===== src/rtl/l1_axi_arbiter_bridge.sv =====
// Round-robin arbiter bridging NUM_PORTS L1 request channels onto one AXI4 master.
// One transaction in flight: INCR read bursts or single-beat strobed writes.
module l1_axi_arbiter_bridge #(
  parameter int NUM_PORTS = 2,
  parameter int ADDR_W    = 32,
  parameter int DATA_W    = 32,
  parameter int MAX_BURST = 16,
  parameter int ID_W      = 6
) (
  input  logic                        clk,
  input  logic                        rst,
  input  logic [NUM_PORTS-1:0]        req_request,
  input  logic [NUM_PORTS*ADDR_W-1:0] req_addr,
  input  logic [NUM_PORTS*DATA_W-1:0] req_data,
  input  logic [NUM_PORTS-1:0]        req_rnw,
  input  logic [NUM_PORTS*4-1:0]      req_be,
  input  logic [NUM_PORTS*5-1:0]      req_size,
  output logic [NUM_PORTS-1:0]        req_ack,
  output logic [DATA_W-1:0]           ret_data,
  output logic [NUM_PORTS-1:0]        ret_data_valid,
  output logic [NUM_PORTS-1:0]        bus_error,
  output logic                        m_arvalid,
  input  logic                        m_arready,
  output logic [ADDR_W-1:0]           m_araddr,
  output logic [7:0]                  m_arlen,
  output logic [ID_W-1:0]             m_arid,
  input  logic                        m_rvalid,
  output logic                        m_rready,
  input  logic [DATA_W-1:0]           m_rdata,
  input  logic [1:0]                  m_rresp,
  input  logic                        m_rlast,
  output logic                        m_awvalid,
  input  logic                        m_awready,
  output logic [ADDR_W-1:0]           m_awaddr,
  output logic [ID_W-1:0]             m_awid,
  output logic                        m_wvalid,
  input  logic                        m_wready,
  output logic [DATA_W-1:0]           m_wdata,
  output logic [DATA_W/8-1:0]         m_wstrb,
  output logic                        m_wlast,
  input  logic                        m_bvalid,
  output logic                        m_bready,
  input  logic [1:0]                  m_bresp
);

  localparam int PTR_W = (NUM_PORTS > 1) ? $clog2(NUM_PORTS) : 1;

  typedef enum logic [2:0] {S_IDLE, S_AR, S_R, S_WR, S_B} state_t;

  state_t                 state, state_nxt;
  logic [PTR_W-1:0]       rr_ptr;
  logic [PTR_W-1:0]       gnt_idx;
  logic [PTR_W-1:0]       pick_idx;
  logic [PTR_W-1:0]       cand_idx;
  logic                   pick_vld;
  int                     cand;
  logic [ADDR_W-1:0]      addr_q;
  logic [DATA_W-1:0]      data_q;
  logic [3:0]             be_q;
  logic [7:0]             len_q;
  logic                   aw_done;
  logic                   w_done;
  logic                   err_flag;
  logic [NUM_PORTS-1:0]   bus_error_q;

  function automatic logic [7:0] clamp_len(input logic [4:0] size);
    if (int'(size) > MAX_BURST - 1) return 8'(MAX_BURST - 1);
    return {3'b000, size};
  endfunction

  function automatic logic [PTR_W-1:0] next_ptr(input logic [PTR_W-1:0] idx);
    if (int'(idx) == NUM_PORTS - 1) return '0;
    return idx + 1'b1;
  endfunction

  // Scan from the highest offset down so the port closest to rr_ptr wins last.
  always_comb begin
    pick_vld = 1'b0;
    pick_idx = '0;
    cand     = 0;
    cand_idx = '0;
    for (int i = NUM_PORTS - 1; i >= 0; i--) begin
      cand     = (int'(rr_ptr) + i) % NUM_PORTS;
      cand_idx = PTR_W'(cand);
      if (req_request[cand_idx]) begin
        pick_vld = 1'b1;
        pick_idx = cand_idx;
      end
    end
  end

  always_ff @(posedge clk) begin
    if (rst) state <= S_IDLE;
    else     state <= state_nxt;
  end

  always_comb begin
    state_nxt      = state;
    req_ack        = '0;
    ret_data_valid = '0;
    m_arvalid      = 1'b0;
    m_rready       = 1'b0;
    m_awvalid      = 1'b0;
    m_wvalid       = 1'b0;
    m_bready       = 1'b0;
    case (state)
      S_IDLE: begin
        if (pick_vld && !rst) begin
          req_ack[pick_idx] = 1'b1;
          state_nxt         = req_rnw[pick_idx] ? S_AR : S_WR;
        end
      end
      S_AR: begin
        m_arvalid = 1'b1;
        if (m_arready) state_nxt = S_R;
      end
      S_R: begin
        m_rready                = 1'b1;
        ret_data_valid[gnt_idx] = m_rvalid;
        if (m_rvalid && m_rlast) state_nxt = S_IDLE;
      end
      S_WR: begin
        m_awvalid = !aw_done;
        m_wvalid  = !w_done;
        if ((aw_done || m_awready) && (w_done || m_wready)) state_nxt = S_B;
      end
      S_B: begin
        m_bready = 1'b1;
        if (m_bvalid) state_nxt = S_IDLE;
      end
      default: state_nxt = S_IDLE;
    endcase
  end

  // Grant latch, handshake tracking, error capture and pointer advance.
  always_ff @(posedge clk) begin
    if (rst) begin
      rr_ptr      <= '0;
      gnt_idx     <= '0;
      addr_q      <= '0;
      data_q      <= '0;
      be_q        <= '0;
      len_q       <= '0;
      aw_done     <= 1'b0;
      w_done      <= 1'b0;
      err_flag    <= 1'b0;
      bus_error_q <= '0;
    end else begin
      bus_error_q <= '0;
      case (state)
        S_IDLE: begin
          if (pick_vld) begin
            gnt_idx  <= pick_idx;
            addr_q   <= {req_addr[int'(pick_idx)*ADDR_W+2 +: ADDR_W-2], 2'b00};
            data_q   <= req_data[int'(pick_idx)*DATA_W +: DATA_W];
            be_q     <= req_be[int'(pick_idx)*4 +: 4];
            len_q    <= clamp_len(req_size[int'(pick_idx)*5 +: 5]);
            aw_done  <= 1'b0;
            w_done   <= 1'b0;
            err_flag <= 1'b0;
          end
        end
        S_R: begin
          if (m_rvalid) begin
            if (m_rlast) begin
              err_flag <= 1'b0;
              rr_ptr   <= next_ptr(gnt_idx);
              if (err_flag || (m_rresp != 2'b00)) bus_error_q[gnt_idx] <= 1'b1;
            end else if (m_rresp != 2'b00) begin
              err_flag <= 1'b1;
            end
          end
        end
        S_WR: begin
          if (m_awready) aw_done <= 1'b1;
          if (m_wready)  w_done  <= 1'b1;
        end
        S_B: begin
          if (m_bvalid) begin
            rr_ptr <= next_ptr(gnt_idx);
            if (m_bresp != 2'b00) bus_error_q[gnt_idx] <= 1'b1;
          end
        end
        default: ;
      endcase
    end
  end

  always_comb begin
    m_arid                = '0;
    m_arid[PTR_W-1:0]     = gnt_idx;
    m_awid                = m_arid;
  end

  assign m_araddr  = addr_q;
  assign m_awaddr  = addr_q;
  assign m_arlen   = len_q;
  assign m_wdata   = data_q;
  assign m_wstrb   = be_q;
  assign m_wlast   = m_wvalid;
  assign ret_data  = m_rdata;
  assign bus_error = bus_error_q;

`ifndef SYNTHESIS
  always @(posedge clk) begin
    assert (DATA_W == 32) else $error("DATA_W must be 32");
    assert (ID_W >= PTR_W) else $error("ID_W too narrow for NUM_PORTS");
    if (!rst && state == S_AR && m_arready)
      assert ((32'(addr_q[11:0]) + (32'(len_q) + 32'd1) * 32'd4) <= 32'd4096)
        else $error("read burst crosses a 4KB boundary");
  end
`endif

endmodule

===== config.mk =====
export PLATFORM = sky130hd
export DESIGN_NAME = l1_axi_arbiter_bridge
export DESIGN_NICKNAME = d
export VERILOG_FILES = /design/src/rtl/l1_axi_arbiter_bridge.sv
export SDC_FILE = /design/constraint.sdc
export NUM_CORES = 1
export LEC_CHECK = 0
export ABC_AREA = 1
export CAP_MARGIN = 20
export CORE_AREA = 4 4 137 139
export DETAILED_ROUTE_END_ITERATION = 8
export DIE_AREA = 0 0 141 143
export PLACE_DENSITY = 0.63
export SYNTH_ARGS = -nofsm -noshare
export SYNTH_HDL_FRONTEND = slang
export SYNTH_SLANG_ARGS = --single-unit

===== constraint.sdc =====
create_clock -name clk -period 3.6 [get_ports clk]
set_input_delay 0.72 -clock clk [delete_from_list [all_inputs] [get_ports clk]]
set_output_delay 0.72 -clock clk [all_outputs]
set_load 0.02 [all_outputs]

==> out/metrics.csv <==
stage,metric,value,unit
global_route,first-pass GRT wire length,22.3,mm
power_and_ir_drop,pwr dens,760,nW/um2
hold_path,hold path startpoint,m_arlen[4],
placed_design,Placer Congestion,0.788,
job,max cap viols,0,
floorplanning,Ports,358,
logic_synthesis,Synth Cell Area,4490,um2
placed_design,post-detail-place hpwl,11.0,mm
timing,Final period util,85.6,%
floorplanning,core area,17700,um2
timing,Worst Max-Slew Pin Slew,0.803,ns
global_route,global route overflow,0,
routing,DR vias/cell,4.38,
final_layout,share of cells above drive strength 1,4.35,%
logic_synthesis,total number of yosys warnings,0,
timing,unrepaired setup endpoints after global routing,false,
power_and_ir_drop,P_leak,3.34,nW
logic_synthesis,"Seq/Total Area, Yosys",36.1,%
logic_synthesis,post-synth top area share,36.1,%
setup_path,cell family with most CP delay,buffers and inverters,
global_route,number of global-route vias before repair,4192,
logic_synthesis,register bit count reported by yosys,81,
setup_path,Worst Path Required,2.88,ns
run_status,run status,"complete, no violations",
final_layout,Final Util,40.5,%
final_layout,post-route insts no fill,1010,
final_layout,final net count,970,
routing,ANT nets after route,0,
routing,WL/cell,14.8,um
timing,Fin Setup TNS,0,ns
floorplanning,Initial Utilization,25.4,%
setup_path,crit path launch type,input port,
routing,final wirelength,14.9,mm
routing,1st-iter DRT viols,144,
floorplanning,Die Y,143,um
logic_synthesis,leading area contributor after synthesis,dfxtp_1,
clocking,CTS hold repair buffers,0,
clocking,H-tree lvl count,3,
timing,"Hold Vio Cnt, Final",0,
power_and_ir_drop,Max VDD drop,0.000405,V
routing,DRC,0,
final_layout,diode count,0,
clocking,TritonCTS buffer count,9,
global_route,pin count of the biggest net entering global routing,73,
placed_design,dpl cells,994,
clocking,clock sink count,81,
clocking,CTS tree,yes,
power_and_ir_drop,overall power,5.43,mW
logic_synthesis,"top cells by area, synth","dfxtp_1 36%, o211a_1 15%, nand2_1 14%",
routing,Pre-antenna DRT Iters,4,
setup_path,CP peak stage delay,0.64,ns
placed_design,Port Buffers,272,
setup_path,R2R Path Start,state[1],
routing,via count,4420,
timing,final slew viol count,0,
final_layout,"most common cell after layout, fill and taps aside",clkdlybuf4s50_1,
final_layout,area growth from synthesis to layout,59.4,%
timing,final clock skew,0.00779,ns
logic_synthesis,post-synthesis average cell area,7.62,um2
clocking,# Post-CTS Setup Buffers,0,
global_route,initial antenna violation count,0,
timing,final setup vio count,0,
timing,min Tclk post-route,3.08,ns
clocking,Clock Tree Root,clkbuf_16,
setup_path,Most common cell on crit path,clkdlybuf4s50_1,
setup_path,Critical Path Start,req_request[0],
timing,Slew headroom,46.5,%
setup_path,CP Max Fanout,9,
timing,fin worst setup slack,0.518,ns
setup_path,critical path's slowest cell,clkdlybuf4s50_1,
final_layout,fin area,7150,um2
logic_synthesis,library cells used by synthesis,24,
setup_path,CP arrival,2.36,ns
timing,maximum clock frequency,324,MHz
placed_design,Place WS,0.506,ns
setup_path,"Critical Path, Cell by Cell",clkdlybuf4s50_1 > nand2_1 > nand3_1 > nand2_4 > nor3_1 > clkdlybuf4s50_1,
setup_path,crit path capture type,primary output,
timing,Worst Hold Slack,0.425,ns
logic_synthesis,Post-Synthesis Cells,589,
clocking,cts repair resizes,0,
final_layout,"commonest non-fill, non-tap cells in the layout","272 x clkdlybuf4s50_1, 170 x nand2_1, 81 x dfxtp_1",
floorplanning,Die X,141,um
floorplanning,Rows,49,
setup_path,"Buf+Inv Stages, Crit Path",2,
floorplanning,Die Area,20200,um2
placed_design,Placed Area,6820,um2
clocking,clk buf depth,2,
clocking,clk_lat worst skew,0.33,ns
hold_path,HP Class,reg -> reg,
clocking,CTS clock-pin slew for the worst setup and hold paths,0.06,ns
setup_path,kind of critical path,in -> out,
global_route,GRT Total Usage,14.0,%
[report_power, final]
part / internal (mW) / switching (mW)
Sequential: 1.26 / 0.254
Clock: 0.679 / 0.379
Combinational: 1.37 / 1.50
Total: 3.30 / 2.13
[tightest hold or removal path, cell delays in order, from the launching register on]
cell and delay [ns]:
dfxtp_1 0.31, inv_1 0.04, nor2_1 0.03
[worst paths after layout]
path	depth (start not counted)	slack, ns	end
setup reg to reg	6	1.69	m_wdata[19]
hold reg to reg	2	0.42	m_arlen[4]
hold / removal	2	0.42	m_arlen[4]
setup / recovery	6	0.52	req_ack[0]
[synth_stat cells, drive strengths merged]
| cell type | count |
|---|---|
| a21oi | 5 |
| nand2 | 172 |
| nor3 | 4 |
| inv | 18 |
| clkbuf | 12 |
| nand4 | 1 |
| o21ai | 14 |
| buf | 108 |
| dfxtp | 81 |
| o211ai | 1 |
| o211a | 66 |
| nand3b | 2 |
| conb | 1 |
| clkinv | 1 |
| nor2 | 25 |
| nand3 | 71 |
| and3 | 1 |
| or2 | 6 |
[per-layer routing]
metal,GRT usage [%],up-vias,share of wire (%)
li1,-,2233,-
met1,15.6,1987,40
met2,24.2,173,49
met3,5.19,27,9.2
met4,5.46,0,2.1
met5,0,-,0
[final cells by class]
type                    count  area [um2]
repair buffers            280        2810
multi-input cells         385        2030
inverters                  19        73.8
fillers                  1829       10500
well taps                 229         287
clock inverters             5         104
clock buffers              11         233
flip-flops and latches     81        1620
[logic make-up after synthesis]
group,share of synthesized area (%)
AOI/OAI and AO/OA,17.0
buffers and inverters,20.1
DFF,36.1
other,0.0836
and+or+nand+nor,26.7
[sequential cells by signal, indices dropped and copies added, names as in the netlist, 2 cells and up]
| signal | cells |
|---|---|
| m_wdata | 32 |
| m_araddr | 30 |
| m_arlen | 5 |
| m_wstrb | 4 |
| state | 3 |
| bus_error | 2 |
(Power assumes the default switching activity.)
